$ cat config.mk
export PLATFORM = sky130hd
export DESIGN_NAME = fpu_ss_result_fifo
export DESIGN_NICKNAME = d
export VERILOG_FILES = /design/src/rtl/fpu_ss_result_fifo.sv
export SDC_FILE = /design/constraint.sdc
export NUM_CORES = 1
export LEC_CHECK = 0
export BUFFER_PORTS_ARGS = -buffer_cell sky130_fd_sc_hd__clkbuf_2
export CORE_MARGIN = 2
export CORE_UTILIZATION = 45
export DETAILED_ROUTE_END_ITERATION = 7
export SETUP_SLACK_MARGIN = 0.1
export SYNTH_ARGS = -nofsm -noshare
export SYNTH_HDL_FRONTEND = slang
export SYNTH_SLANG_ARGS = --single-unit
$ cat constraint.sdc
create_clock -name clk_i -period 3.7 [get_ports clk_i]
set_clock_uncertainty 0.05 [all_clocks]
set_input_delay 0.185 -clock clk_i [delete_from_list [all_inputs] [get_ports clk_i]]
set_output_delay 0.185 -clock clk_i [all_outputs]
set_load 0.02 [all_outputs]
$ cat src/rtl/fpu_ss_result_fifo.sv
// fpu_ss_result_fifo
//   Result-side decoupling FIFO between fpu_ss.x_result_o and the core's
//   CV-X-IF result port. It buffers up to DEPTH result packets in order, so
//   a core that stalls x_result_ready does not immediately stall the FPU.
//
// Ports
//   clk_i        clock
//   rst_ni       asynchronous active-low reset
//   flush_i      synchronous clear of all entries (wins over push/pop)
//   in_valid_i   result valid from fpu_ss
//   in_ready_o   FIFO can accept a result
//   in_data_i    result packet from fpu_ss
//   out_valid_o  result valid toward the core
//   out_ready_i  core accepts the head result
//   out_data_o   head result packet
//   usage_o      number of stored entries, 0..DEPTH
//   full_o       usage_o == DEPTH
//   empty_o      usage_o == 0
//
// Parameters
//   DEPTH         number of entries, 1..16 (any value, not only powers of two)
//   FALL_THROUGH  1: an empty FIFO forwards the input combinationally
//                 0: at least one cycle from push to out_valid_o

`timescale 1ns/1ps

package fpu_ss_pkg;

  typedef struct packed {
    logic [3:0]  id;
    logic [31:0] data;
    logic [4:0]  rd;
    logic        we;
    logic        exc;
    logic [5:0]  exccode;
  } x_result_t;

endpackage

module fpu_ss_result_fifo
  import fpu_ss_pkg::*;
#(
  parameter int unsigned DEPTH        = 4,
  parameter bit          FALL_THROUGH = 1'b0
) (
  input  logic                         clk_i,
  input  logic                         rst_ni,
  input  logic                         flush_i,
  input  logic                         in_valid_i,
  output logic                         in_ready_o,
  input  x_result_t                    in_data_i,
  output logic                         out_valid_o,
  input  logic                         out_ready_i,
  output x_result_t                    out_data_o,
  output logic [$clog2(DEPTH+1)-1:0]   usage_o,
  output logic                         full_o,
  output logic                         empty_o
);

  localparam int unsigned AW = (DEPTH > 1) ? $clog2(DEPTH) : 1;
  localparam int unsigned UW = $clog2(DEPTH + 1);

  x_result_t         mem [DEPTH];
  logic [AW-1:0]     rptr;
  logic [AW-1:0]     wptr;
  logic [UW-1:0]     usage;

  logic              empty;
  logic              full;
  logic              bypass;
  logic              push;
  logic              pop;

  assign empty = (usage == '0);
  assign full  = (usage == UW'(DEPTH));

  // A bypass hands the packet straight to the core; storage is untouched.
  assign bypass = FALL_THROUGH && empty && in_valid_i && out_ready_i && !flush_i;

  // Ready depends only on state and flush: no combinational path from
  // out_ready_i, so a full FIFO refuses pushes even in a popping cycle.
  assign in_ready_o = !full && !flush_i;

  always_comb begin
    out_valid_o = !empty && !flush_i;
    out_data_o  = mem[rptr];
    if (FALL_THROUGH && empty) begin
      out_valid_o = in_valid_i && !flush_i;
      out_data_o  = in_data_i;
    end
  end

  // Storage-level handshakes; both are suppressed by flush through the
  // ready/valid terms above.
  assign push = in_valid_i && in_ready_o && !bypass;
  assign pop  = out_valid_o && out_ready_i && !empty;

  function automatic logic [AW-1:0] next_ptr(input logic [AW-1:0] ptr);
    // Explicit wrap so that non-power-of-two depths stay in range.
    if (ptr == AW'(DEPTH - 1)) begin
      return '0;
    end
    return ptr + AW'(1);
  endfunction

  always_ff @(posedge clk_i or negedge rst_ni) begin
    if (!rst_ni) begin
      rptr  <= '0;
      wptr  <= '0;
      usage <= '0;
    end else if (flush_i) begin
      rptr  <= '0;
      wptr  <= '0;
      usage <= '0;
    end else begin
      if (push) begin
        wptr <= next_ptr(wptr);
      end
      if (pop) begin
        rptr <= next_ptr(rptr);
      end
      case ({push, pop})
        2'b10:   usage <= usage + UW'(1);
        2'b01:   usage <= usage - UW'(1);
        default: usage <= usage;
      endcase
    end
  end

  // Flush leaves the contents in place; only the pointers matter.
  always_ff @(posedge clk_i or negedge rst_ni) begin
    if (!rst_ni) begin
      for (int i = 0; i < DEPTH; i++) begin
        mem[i] <= '0;
      end
    end else if (push) begin
      mem[wptr] <= in_data_i;
    end
  end

  assign usage_o = usage;
  assign full_o  = full;
  assign empty_o = empty;

`ifndef SYNTHESIS
  a_no_push_full : assert property (@(posedge clk_i) disable iff (!rst_ni)
    !(push && full));
  a_no_pop_empty : assert property (@(posedge clk_i) disable iff (!rst_ni)
    !(pop && empty));
  a_usage_range : assert property (@(posedge clk_i) disable iff (!rst_ni)
    usage <= UW'(DEPTH));
  // A producer held off by a full FIFO must keep its packet stable.
  a_in_stable : assert property (@(posedge clk_i) disable iff (!rst_ni)
    (in_valid_i && !in_ready_o && !flush_i) |=> (!in_valid_i || $stable(in_data_i)));
`endif

endmodule

Yosys cells after proc, flatten, opt, wreduce, memory -nomap -nowiden

Cells that the tools add are included.

Output and inout port bits: 56
Input port bits: 54
Bits in registers: 203
Word-level logic and storage cells: 76

$add $sub $neg: 4
Mux-type cells: 22
Equal/unequal tests: 5
Order comparisons: 3
Bitwise gates (word level): 2
Reductions and logical operators: 13

Operator list:

| operator                                                                      | count |
|---|---|
| 196-bit bitwise mux                                                           | 1 |
| 49-bit 2-to-1 mux                                                             | 3 |
| 49-bit binary-select mux with 2-bit select                                    | 1 |
| 49-bit demux with 2-bit select                                                | 1 |
| 2-bit 2-to-1 mux                                                              | 8 |
| 2-bit == test (second input constant)                                         | 3 |
| 3-bit >= comparator (second input constant)                                   | 2 |
| 1-bit logical AND                                                             | 6 |
| 1-bit 2-to-1 mux                                                              | 6 |
| 2-bit inverter with 3-bit output                                              | 2 |
| 3-bit one-hot mux with 2 select lines                                         | 1 |
| 2-bit by 1-bit adder with 2-bit output (second input constant)                | 2 |
| 2-bit nonzero test                                                            | 2 |
| 3-bit by 1-bit adder with 3-bit output (second input constant)                | 1 |
| 3-bit == test (second input constant)                                         | 1 |
| 1-bit logical NOT                                                             | 3 |
| 3-bit logical NOT                                                             | 1 |
| 3-bit by 1-bit less-than comparator with 1-bit output (second input constant) | 1 |
| 3-bit 2-to-1 mux                                                              | 1 |
| 3-bit nonzero test                                                            | 1 |
| 3-bit by 1-bit subtractor with 3-bit output (second input constant)           | 1 |
| 2-bit by 1-bit == test with 1-bit output (second input constant)              | 1 |

Depth between registers and ports, before layout

Gate-level depths: netlist of the first run.

Depth in word-level cells: 10
Depth in mapped cells: 8
Gate-level depth less buffers: 8

Least setup slack after synthesis of the first run

No wires, ideal clock.

Kind: register to register
Start point: register usage[0] (netlist: usage_o[0])
End point: register usage[2] (netlist: usage_o[2])
Arrival: 2.491 ns
Buffers on the path: 0
Slack: 1.077 ns
Stages on the path, launching flop included: 8
Library setup time: 0.082 ns
Cell sequence: dfrtp_1 -> nor3_1 -> nor3b_2 -> and2_1 -> fa_1 -> nor4b_1 -> o21bai_1 -> a31oi_1

Cells in the longest elaborated chain, start to end: 8

RTL lines:

| item                                                                      | RTL line | RTL |
|---|---|---|
| start: declaration                                                        | 66       | `logic [UW-1:0] usage;` |
| start signal: assignment                                                  | 123      | `2'b10: usage <= usage + UW'(1);` |
| start signal: assignment                                                  | 124      | `2'b01: usage <= usage - UW'(1);` |
| start signal: assignment                                                  | 125      | `default: usage <= usage;` |
| 3-bit logical NOT (*)                                                     | 74       | `assign empty = (usage == '0);` |
| net empty_o                                                               | 57       | `output logic empty_o` |
| 1-bit logical NOT (*)                                                     | 85, 96   |  |
| 1-bit logical AND                                                         | 85       | `out_valid_o = !empty && !flush_i;` |
| 1-bit logical AND                                                         | 96       | `assign pop = out_valid_o && out_ready_i && !empty;` |
| 1-bit logical AND (*)                                                     | 96       |  |
| 2-bit by 1-bit == test with 1-bit output or 2-bit == test (tied branches) | 122      | `case ({push, pop})` |
| 3-bit one-hot mux with 2 select lines                                     | 122      |  |
| 3-bit 2-to-1 mux                                                          | 111      | `end else if (flush_i) begin` |

Mark *: on every way through the listed nets, which the timed path passes. The rest lies on a longest branch.
A chain may end at the register's enable or synchronous reset.

==> summary.json, run 1 <==
{
  "synthArstFlopShare": {"value": 100, "unit": "%"},
  "maxCapViolations": {"value": 0},
  "synth-edff-count": {"value": 0},
  "status": {"value": "finished clean"},
  "start_util": {"value": 45.5, "unit": "%"},
  "synthesis.area": {"value": 0.00911, "unit": "mm2"},
  "n_fill_cell": {"value": 1676},
  "count_of_antenna_violating_nets_left_after_detailed_routing": {"value": 0},
  "globalRoute.totalOverflow": {"value": 0},
  "slew_headroom": {"value": 32.4, "unit": "%"},
  "final.setup.tns": {"value": 0, "unit": "ns"},
  "number_of_antenna_violations_at_the_first_check_in_global_routing": {"value": 0},
  "required": {"value": 3.46, "unit": "ns"},
  "post_synth.cell_area_avg": {"value": 17.2, "unit": "um2"},
  "htree_num_levels": {"value": 1},
  "synthDistinctLibCells": {"value": 31},
  "cp-endpoint": {"value": "out_data_o[14]"},
  "worst_r2r_startpoint": {"value": "usage_o[1]"},
  "achievable-frequency": {"value": 366, "unit": "MHz"},
  "synth_area_leaders": {"value": "dfrtp_1 (56%), mux2_2 (19%), mux4_2 (12%)"},
  "postSynthRegisterBits": {"value": 203},
  "post-route-period-util": {"value": 73.9, "unit": "%"},
  "ioPinCount": {"value": 110},
  "detailedRoute.firstIterationViolations": {"value": 159},
  "r2r.worst_path.cells": {"value": 5},
  "finalMaxSlewViolations": {"value": 0},
  "detail_route.wirelength": {"value": 19.0, "unit": "mm"},
  "clockRootBuffer": {"value": "clkbuf_16"},
  "core-area": {"value": 0.0200, "unit": "mm2"},
  "timing.rr.end": {"value": "mem[5]"},
  "synth_ff_type": {"value": "dfrtp_1"},
  "tritoncts": {"value": "built"},
  "area_growth_syn_to_layout": {"value": 22.2, "unit": "%"},
  "vias_in_the_first_global_route": {"value": 5755},
  "grt_util_all_layers": {"value": 18.1, "unit": "%"},
  "core.rowCount": {"value": 52},
  "leakage": {"value": 5.19, "unit": "nW"},
  "final_hold_violating_endpoints": {"value": 0},
  "place.gp.congestion": {"value": 0.773},
  "synthDominantAreaCellType": {"value": "dfrtp_1"},
  "layout-drive-gt1-share": {"value": 57.8, "unit": "%"},
  "timing.critical_path.from_type": {"value": "flip-flop"},
  "port_buffers": {"value": 109},
  "gr-usage-met3": {"value": 3.38, "unit": "%"},
  "die_width": {"value": 146, "unit": "um"},
  "worst_hold_path.num_cells": {"value": 3},
  "drt-pass1-iter-count": {"value": 4},
  "setup_slack_after_layout": {"value": 0.966, "unit": "ns"},
  "hold_class": {"value": "input pin to flip-flop"},
  "synthesis.instances": {"value": 530},
  "grt.met1_usage": {"value": 23.9, "unit": "%"},
  "drcViolationCount": {"value": 0},
  "postCtsSetupRepairBufs": {"value": 0},
  "synth_sequential_area_ratio": {"value": 55.8, "unit": "%"},
  "die_h": {"value": 146, "unit": "um"},
  "synthesis.yosys.warnings": {"value": 0},
  "final_power": {"value": 0.00773, "unit": "W"},
  "grt_setup_unrepaired": {"value": "false"},
  "wl_per_cell": {"value": 19.5, "unit": "um"},
  "path_max_fanout": {"value": 31},
  "worstSetupStartpoint": {"value": "rptr[0]"},
  "synth_nets": {"value": 590},
  "fin_worst_hold_slack": {"value": 0.0532, "unit": "ns"},
  "final.min_clock_period": {"value": 2.73, "unit": "ns"},
  "place_hpwl": {"value": 11.9, "unit": "mm"},
  "clock_insertion_delay_worst_skew": {"value": 0.49, "unit": "ns"},
  "critPathKind": {"value": "flip-flop to output pin"},
  "setup_viol": {"value": 0},
  "timing.critical_path.to_type": {"value": "output pin"},
  "clk_pin_slew": {"value": 0.06, "unit": "ns"},
  "insertedDiodeCount": {"value": 0},
  "cts-buffers-inserted": {"value": 23},
  "pwr_density_cell": {"value": 694, "unit": "mW/mm2"},
  "design.final.nets": {"value": 753},
  "dieArea": {"value": 0.0214, "unit": "mm2"},
  "synth_top_area_share": {"value": 55.8, "unit": "%"},
  "vias": {"value": 5200},
  "worst-endpoint-arrival": {"value": 2.50, "unit": "ns"},
  "worstMarginPinSlew": {"value": 1.01, "unit": "ns"},
  "grt_pass1_wl": {"value": 30.9, "unit": "mm"},
  "grt_start_max_net_pins": {"value": 113},
  "viasPerCell": {"value": 5.33},
  "gr-max-usage-layer": {"value": "met2"},
  "ff2ff_setup_slack": {"value": 1.21, "unit": "ns"},
  "vdd.ir_drop.worst": {"value": 0.359, "unit": "mV"},
  "tritoncts_num_sinks": {"value": 203},
  "groute.layer.met2.usage": {"value": 31.3, "unit": "%"},
  "worst_slack_after_detailed_placement": {"value": 1.18, "unit": "ns"},
  "cts_buffer_depth": {"value": 3}
}
-- cell type report --
cell class                 instances  area [um2]  area share [%]
multi-input combinational        290        3810            34.2
clock buffer                      34         667            5.99
inverter                           3        11.3           0.101
tap                              270         338            3.03
clock inverter                     4        20.0           0.180
sequential                       203        5080            45.7
timing repair buffer             172        1200            10.8
-- what timing repair did --
item | 4_1_cts | 5_1_grt
resized for setup | 0 | 0
hold buffers | 51 | 0
endpoints found under the hold margin | 309 | 0
-- layer usage --
layer / vias to the layer above / wire length [um]
met3: 32 / 727
met2: 107 / 9620
met5: - / 0
met1: 2757 / 8190
met4: 0 / 469
li1: 2304 / -
-- cells in the mapped netlist, types with 4 or more instances --
cell,number
nor2_1,7
nand2_1,4
buf_6,8
mux4_2,49
mux2_2,157
clkbuf_1,8
mux2_4,40
nand2_2,4
buf_2,17
ha_1,5
dfrtp_1,203
-- how the worst min path moves through the flow --
| stage | startpoint | end | slack (ns) |
|---|---|---|---|
| 2_1_floorplan | rst_ni | mem[0] | -0.16 |
| 3_3_place_gp | rst_ni | mem[188] | 0.32 |
| 3_5_place_dp | rst_ni | mem[188] | 0.33 |
| 4_1_cts | in_valid_i | usage_o[2] | 0.03 |
| 5_1_grt | in_valid_i | usage_o[2] | 0.05 |
| 6_report | in_valid_i | usage_o[2] | 0.05 |
-- flip-flops by register name, indices dropped and copies added (netlist names) --
signal,cells
wptr,2
mem,196
usage_o,3
rptr,2
-- layout by cell type (no fill, tap or decap), types with 3 or more instances in the layout --
| master | netlist | routed |
|---|---|---|
| dfrtp_1 | 203 | 201 |
| mux2_2 | 157 | 157 |
| clkbuf_2 | 1 | 108 |
| dlygate4sd3_1 | 0 | 51 |
| mux4_2 | 49 | 49 |
| mux2_4 | 40 | 40 |
| clkbuf_16 | 0 | 23 |
| buf_4 | 0 | 8 |
| nor2_1 | 7 | 7 |
| clkbuf_1 | 8 | 6 |
| clkbuf_8 | 0 | 6 |
| ha_1 | 5 | 5 |
| nand2_2 | 4 | 4 |
| nand2_1 | 4 | 4 |
| clkinv_2 | 0 | 4 |
| buf_12 | 0 | 4 |
| inv_1 | 3 | 3 |
| nand2b_1 | 3 | 3 |
-- worst max-delay path, stage by stage, from the launching register on --
cell and delay [ns]:
dfrtp_4 0.86, buf_4 0.38, mux4_2 0.57, clkbuf_2 0.18
-- power breakdown --
| part | internal [W] | switching [W] | leakage [nW] |
|---|---|---|---|
| Clock | 0.00123 | 0.000850 | 0.342 |
| Sequential | 0.00297 | 0.000426 | 2.55 |
| Combinational | 0.00130 | 0.000947 | 2.30 |
| Total | 0.00551 | 0.00222 | 5.19 |
-- stage by stage --
stage,cells,cell area (um2),utilization [%]
finish,976,11100,55.6
CTS,976,11100,55.6
floorplan,530,9110,-
detailed placement,887,9940,49.6
global route,976,11100,55.6
global placement,887,9940,49.6
-- kinds of logic after synthesis --
group                      Yosys count  synth area share [%]
xor gates and xnor gates             2                 0.192
AOI/OAI and AO/OA                    8                 0.604
DFF                                203                  55.8
buffers and inverters               37                  2.43
muxes                              248                  38.3
and+or+nand+nor                     26                  1.76
adders and majority gates            6                 0.907
Power figures use the tool's default switching activity.
==> run 2, diff against run 1 <==
- clock period: 3.7 -> 2.85 ns (I/O delays scaled with it)
==> run 2 against run 1 <==
  * Cell area rose by 0.70%
  * Non-clock buffer count rose by 3
  * First-iteration DRC count rose by 11%
  * Global-route usage rose by 0.25 points
  * Critical path depth did not move
  * Combinational power rose by 31%
  * Clock power rose by 36%
  * Final cell count rose by 0.41%
  * Sequential power rose by 29%
  * Wire length barely moved
  * Largest cell class unchanged
==> summary.json, run 2 (synthesis gave the netlist of run 1 again) <==
{
  "final.min_clock_period": {"value": 2.48, "unit": "ns"},
  "detailedRoute.firstIterationViolations": {"value": 177},
  "worstMarginPinSlew": {"value": 0.774, "unit": "ns"},
  "port_buffers": {"value": 109},
  "design.final.nets": {"value": 756},
  "path_max_fanout": {"value": 17},
  "htree_num_levels": {"value": 1},
  "final_power": {"value": 0.0102, "unit": "W"},
  "status": {"value": "finished clean"},
  "tritoncts_num_sinks": {"value": 203},
  "layout.area.seq": {"value": 0.00508, "unit": "mm2"},
  "vias": {"value": 5127},
  "insertedDiodeCount": {"value": 0},
  "viasPerCell": {"value": 5.23},
  "number_of_antenna_violations_at_the_first_check_in_global_routing": {"value": 0},
  "post-route-period-util": {"value": 86.9, "unit": "%"},
  "core-area": {"value": 0.0200, "unit": "mm2"},
  "critPathKind": {"value": "flip-flop to output pin"},
  "hold_class": {"value": "input pin to flip-flop"},
  "mostFrequentLayoutCell": {"value": "dfrtp_1"},
  "grt_start_max_net_pins": {"value": 93},
  "vias_in_the_first_global_route": {"value": 5840},
  "layout_common_cells": {"value": "dfrtp_1 (201), mux2_2 (157), clkbuf_2 (108)"},
  "grt_util_all_layers": {"value": 18.4, "unit": "%"},
  "grt_pass1_wl": {"value": 31.4, "unit": "mm"},
  "finalMaxSlewViolations": {"value": 0},
  "drcViolationCount": {"value": 0},
  "grt_setup_unrepaired": {"value": "false"},
  "tritoncts": {"value": "built"},
  "postCtsSetupRepairBufs": {"value": 0},
  "die_width": {"value": 146, "unit": "um"},
  "setup_viol": {"value": 0},
  "ioPinCount": {"value": 110},
  "slew_headroom": {"value": 48.4, "unit": "%"},
  "pwr_density_cell": {"value": 906, "unit": "mW/mm2"},
  "vdd.ir_drop.worst": {"value": 0.571, "unit": "mV"},
  "place_hpwl": {"value": 11.7, "unit": "mm"},
  "largest_register_ffs": {"value": 196},
  "clk_pin_slew": {"value": 0.06, "unit": "ns"},
  "worst-endpoint-arrival": {"value": 2.28, "unit": "ns"},
  "number_of_cells_in_the_design_after_placement": {"value": 889},
  "ff2ff_setup_slack": {"value": 0.56, "unit": "ns"},
  "dieArea": {"value": 0.0214, "unit": "mm2"},
  "final.setup.tns": {"value": 0, "unit": "ns"},
  "clock_insertion_delay_worst_skew": {"value": 0.49, "unit": "ns"},
  "achievable-frequency": {"value": 404, "unit": "MHz"},
  "die_h": {"value": 146, "unit": "um"},
  "largest_register": {"value": "mem"},
  "cts_buffer_depth": {"value": 3},
  "n_fill_cell": {"value": 1629},
  "timing.critical_path.from_type": {"value": "flip-flop"},
  "start_util": {"value": 45.5, "unit": "%"},
  "cts-buffers-inserted": {"value": 23},
  "multi_input_area": {"value": 0.00381, "unit": "mm2"},
  "leakage": {"value": 5.22, "unit": "nW"},
  "timing.critical_path.to_type": {"value": "output pin"},
  "layout-drive-gt1-share": {"value": 58.6, "unit": "%"},
  "core.rowCount": {"value": 52},
  "final_hold_violating_endpoints": {"value": 0},
  "wl_per_cell": {"value": 19.4, "unit": "um"},
  "globalRoute.totalOverflow": {"value": 0},
  "required": {"value": 2.66, "unit": "ns"},
  "place.gp.congestion": {"value": 0.743},
  "count_of_antenna_violating_nets_left_after_detailed_routing": {"value": 0},
  "clockRootBuffer": {"value": "clkbuf_16"},
  "instances_no_fill": {"value": 980},
  "drt-pass1-iter-count": {"value": 4},
  "area_growth_syn_to_layout": {"value": 23.1, "unit": "%"},
  "detail_route.wirelength": {"value": 19.0, "unit": "mm"},
  "maxCapViolations": {"value": 0}
}
## run 2: changes by cell type in the layout (fill, tap and decap cells not counted), sizes merged
cell         change
clkbuf           -4
clkinvlp         +3
buf              +2
bufinv           +1
clkinv           +1
dlygate4sd3      +1
## run 2: metal layers
layer / wire length, um / vias to the layer above / GRT usage [%]
li1: - / 2292 / -
met3: 801 / 26 / 3.50
met5: 0 / - / 0
met4: 366 / 0 / 4.27
met1: 8260 / 2702 / 24.1
met2: 9570 / 107 / 31.9
## run 2: where the power goes
group,internal [W],total (W),switching [W]
registers,0.00386,0.00437,0.000516
logic,0.00169,0.00295,0.00126
clock network,0.00171,0.00283,0.00112
## run 2: per-stage QoR
| stage | util, % | setup slack [ns] | instance area, um2 | hold slack (ns) |
|---|---|---|---|---|
| floorplan | - | 0.227 | 9110 | -0.203 |
| global placement | 49.7 | 0.637 | 9950 | 0.198 |
| finish | 55.9 | 0.373 | 11200 | 0.0270 |
| CTS | 55.9 | 0.320 | 11200 | 0.00492 |
| global route | 55.9 | 0.245 | 11200 | 0.0334 |
| detailed placement | 49.7 | 0.593 | 9950 | 0.213 |
## run 2: timing repair
action                                  4_1_cts  5_1_grt
resized for setup                             0        0
endpoints found under the hold margin       289        0
endpoints found under the setup margin        0        0
hold buffers                                 52        0
## run 2: path summary, 6_finish.rpt
path,start,to,cells past startpoint
setup / recovery,rptr[0],out_data_o[43],3
min in group asynchronous,rst_ni,mem[41],2
hold / removal,out_ready_i,usage_o[2],4
max in group asynchronous,rst_ni,mem[69],3
hold reg to reg,mem[68],mem[68],1
setup reg to reg,usage_o[0],usage_o[2],7
## run 2: layout make-up
| type | instances | share of cell area [%] |
|---|---|---|
| flip-flops and latches | 203 | 45.4 |
| well taps | 270 | 3.01 |
| clock inverters | 9 | 0.692 |
| inverters | 3 | 0.100 |
| repair buffers | 175 | 11.0 |
| clock buffers | 30 | 5.90 |
| multi-input cells | 290 | 34.0 |
## run 2: critical path, cell delays in order, from the launching register on
cell and delay (ns):
dfrtp_4 0.68, buf_4 0.37, mux4_2 0.56, clkbuf_2 0.18
==> run 3, diff against run 2 <==
- CORE_UTILIZATION: 45 -> 42
==> run 3 against run 2 <==
  * Sequential share of layout area fell by 0.18 points
  * Maximum frequency rose by 1.0%
  * Hold slack improved by 0.22 ns
  * Largest power group unchanged
  * Highest routed layer unchanged
==> summary.json, run 3 (synthesis gave the netlist of run 1 again) <==
{
  "finalMaxSlewViolations": {"value": 0},
  "tritoncts": {"value": "built"},
  "mostFrequentLayoutCell": {"value": "dfrtp_1"},
  "setup_viol": {"value": 0},
  "place_hpwl": {"value": 11.8, "unit": "mm"},
  "grt_start_max_net_pins": {"value": 98},
  "status": {"value": "finished clean"},
  "final.min_clock_period": {"value": 2.45, "unit": "ns"},
  "slowest_stage_cell_crit_path": {"value": "dfrtp_4"},
  "wl_per_cell": {"value": 19.3, "unit": "um"},
  "postCtsSetupRepairBufs": {"value": 0},
  "drcViolationCount": {"value": 0},
  "crit_path_cell_trace": {"value": "buf_12 -> mux4_2 -> clkbuf_2"},
  "critPathKind": {"value": "flip-flop to output pin"},
  "critical-path-max-stage-delay": {"value": 0.70, "unit": "ns"},
  "achievable-frequency": {"value": 408, "unit": "MHz"},
  "final.setup.tns": {"value": 0, "unit": "ns"},
  "crit_family": {"value": "flip-flops"},
  "area_growth_syn_to_layout": {"value": 23.6, "unit": "%"},
  "grt_setup_unrepaired": {"value": "false"},
  "cp_num_buf_inv": {"value": 2},
  "required": {"value": 2.66, "unit": "ns"},
  "worstMarginPinSlew": {"value": 0.791, "unit": "ns"},
  "core-area": {"value": 0.0212, "unit": "mm2"},
  "globalRoute.totalOverflow": {"value": 0},
  "port_buffers": {"value": 109},
  "post-route-util": {"value": 53.2, "unit": "%"},
  "viasPerCell": {"value": 5.19},
  "leakage": {"value": 5.24, "unit": "nW"},
  "pwr_density_cell": {"value": 916, "unit": "mW/mm2"},
  "cts_buffer_depth": {"value": 3},
  "tritoncts_num_sinks": {"value": 203},
  "clock_insertion_delay_worst_skew": {"value": 0.49, "unit": "ns"},
  "place.gp.congestion": {"value": 0.676},
  "design.final.nets": {"value": 758},
  "layout-drive-gt1-share": {"value": 58.3, "unit": "%"},
  "instances_no_fill": {"value": 989},
  "detailedRoute.firstIterationViolations": {"value": 184},
  "drt-pass1-iter-count": {"value": 4},
  "clockRootBuffer": {"value": "clkbuf_16"},
  "worst-endpoint-arrival": {"value": 2.26, "unit": "ns"},
  "die_h": {"value": 151, "unit": "um"},
  "detail_route.wirelength": {"value": 19.0, "unit": "mm"},
  "grt_util_all_layers": {"value": 17.4, "unit": "%"},
  "number_of_cells_in_the_design_after_placement": {"value": 895},
  "path_max_fanout": {"value": 25},
  "slew_headroom": {"value": 47.3, "unit": "%"},
  "maxCapViolations": {"value": 0},
  "largest_register": {"value": "mem"},
  "final_power": {"value": 0.0103, "unit": "W"},
  "vias": {"value": 5128},
  "grt_pass1_wl": {"value": 31.2, "unit": "mm"},
  "largest_register_ffs": {"value": 196},
  "vias_in_the_first_global_route": {"value": 5895},
  "core.rowCount": {"value": 53},
  "layout_common_cells": {"value": "dfrtp_1 (201), mux2_2 (157), clkbuf_2 (108)"},
  "post-route-period-util": {"value": 86.0, "unit": "%"},
  "cts-buffers-inserted": {"value": 23},
  "dieArea": {"value": 0.0229, "unit": "mm2"},
  "ioPinCount": {"value": 110},
  "timing.critical_path.to_type": {"value": "output pin"},
  "die_width": {"value": 151, "unit": "um"},
  "insertedDiodeCount": {"value": 0},
  "timing.critical_path.from_type": {"value": "flip-flop"},
  "hold_class": {"value": "input pin to asynchronous set/reset pin"},
  "number_of_antenna_violations_at_the_first_check_in_global_routing": {"value": 0},
  "vdd.ir_drop.worst": {"value": 0.473, "unit": "mV"},
  "final_hold_violating_endpoints": {"value": 0},
  "count_of_antenna_violating_nets_left_after_detailed_routing": {"value": 0},
  "start_util": {"value": 43.1, "unit": "%"},
  "htree_num_levels": {"value": 1},
  "clk_pin_slew": {"value": 0.06, "unit": "ns"}
}
-- run 3: cell types whose count changed in the layout (fill, tap and decap cells not counted) --
cell / delta
clkbuf_1: +3
bufinv_16: +2
dlygate4sd3_1: +1
buf_4: +2
buf_12: -1
clkinvlp_4: -2
clkinv_2: +1
clkbuf_8: -2
-- run 3: power breakdown --
group / total, W / switching (W) / internal [W]
sequential: 0.00439 / 0.000537 / 0.00386
combinational: 0.00294 / 0.00125 / 0.00170
clock: 0.00298 / 0.00112 / 0.00185
-- run 3: timing repair --
item,in CTS,in global routing
resized for setup,0,0
hold buffers,53,0
setup endpoints to repair,0,0
hold endpoints to repair,294,0
-- run 3: layout make-up --
class	count	area, um2
fillers	1732	9900
flip-flops and latches	203	5080
multi-input cells	290	3810
repair buffers	177	1230
clock buffers	31	646
well taps	275	344
clock inverters	10	128
inverters	3	11.3
-- run 3: final timing paths --
path                         startpoint              to  slack, ns  cells past startpoint
max                             rptr[0]  out_data_o[35]       0.40                      3
min                              rst_ni        mem[189]       0.25                      2
max reg2reg                  usage_o[1]      usage_o[2]       0.46                      7
min reg2reg                     mem[36]         mem[36]       0.45                      1
max in group asynchronous        rst_ni         mem[35]       1.59                      3
min in group clk_i         in_data_i[8]        mem[155]       0.42                      3
-- run 3: per-stage QoR --
step	hold WS (ns)	area [um2]	setup WS, ns
floorplan	-0.203	9110	0.227
global placement	0.206	9950	0.624
detailed placement	0.222	9950	0.499
CTS	0.271	11300	0.322
global route	0.311	11300	0.245
finish	0.248	11300	0.399
-- run 3: per-layer routing --
layer  vias to the layer above  GRT usage, %  wire [um]
li1                       2304             -          -
met1                      2703          22.3       8300
met2                        97          30.3       9490
met3                        24          3.92        962
met4                         0          3.83        293
met5                         -             0          0
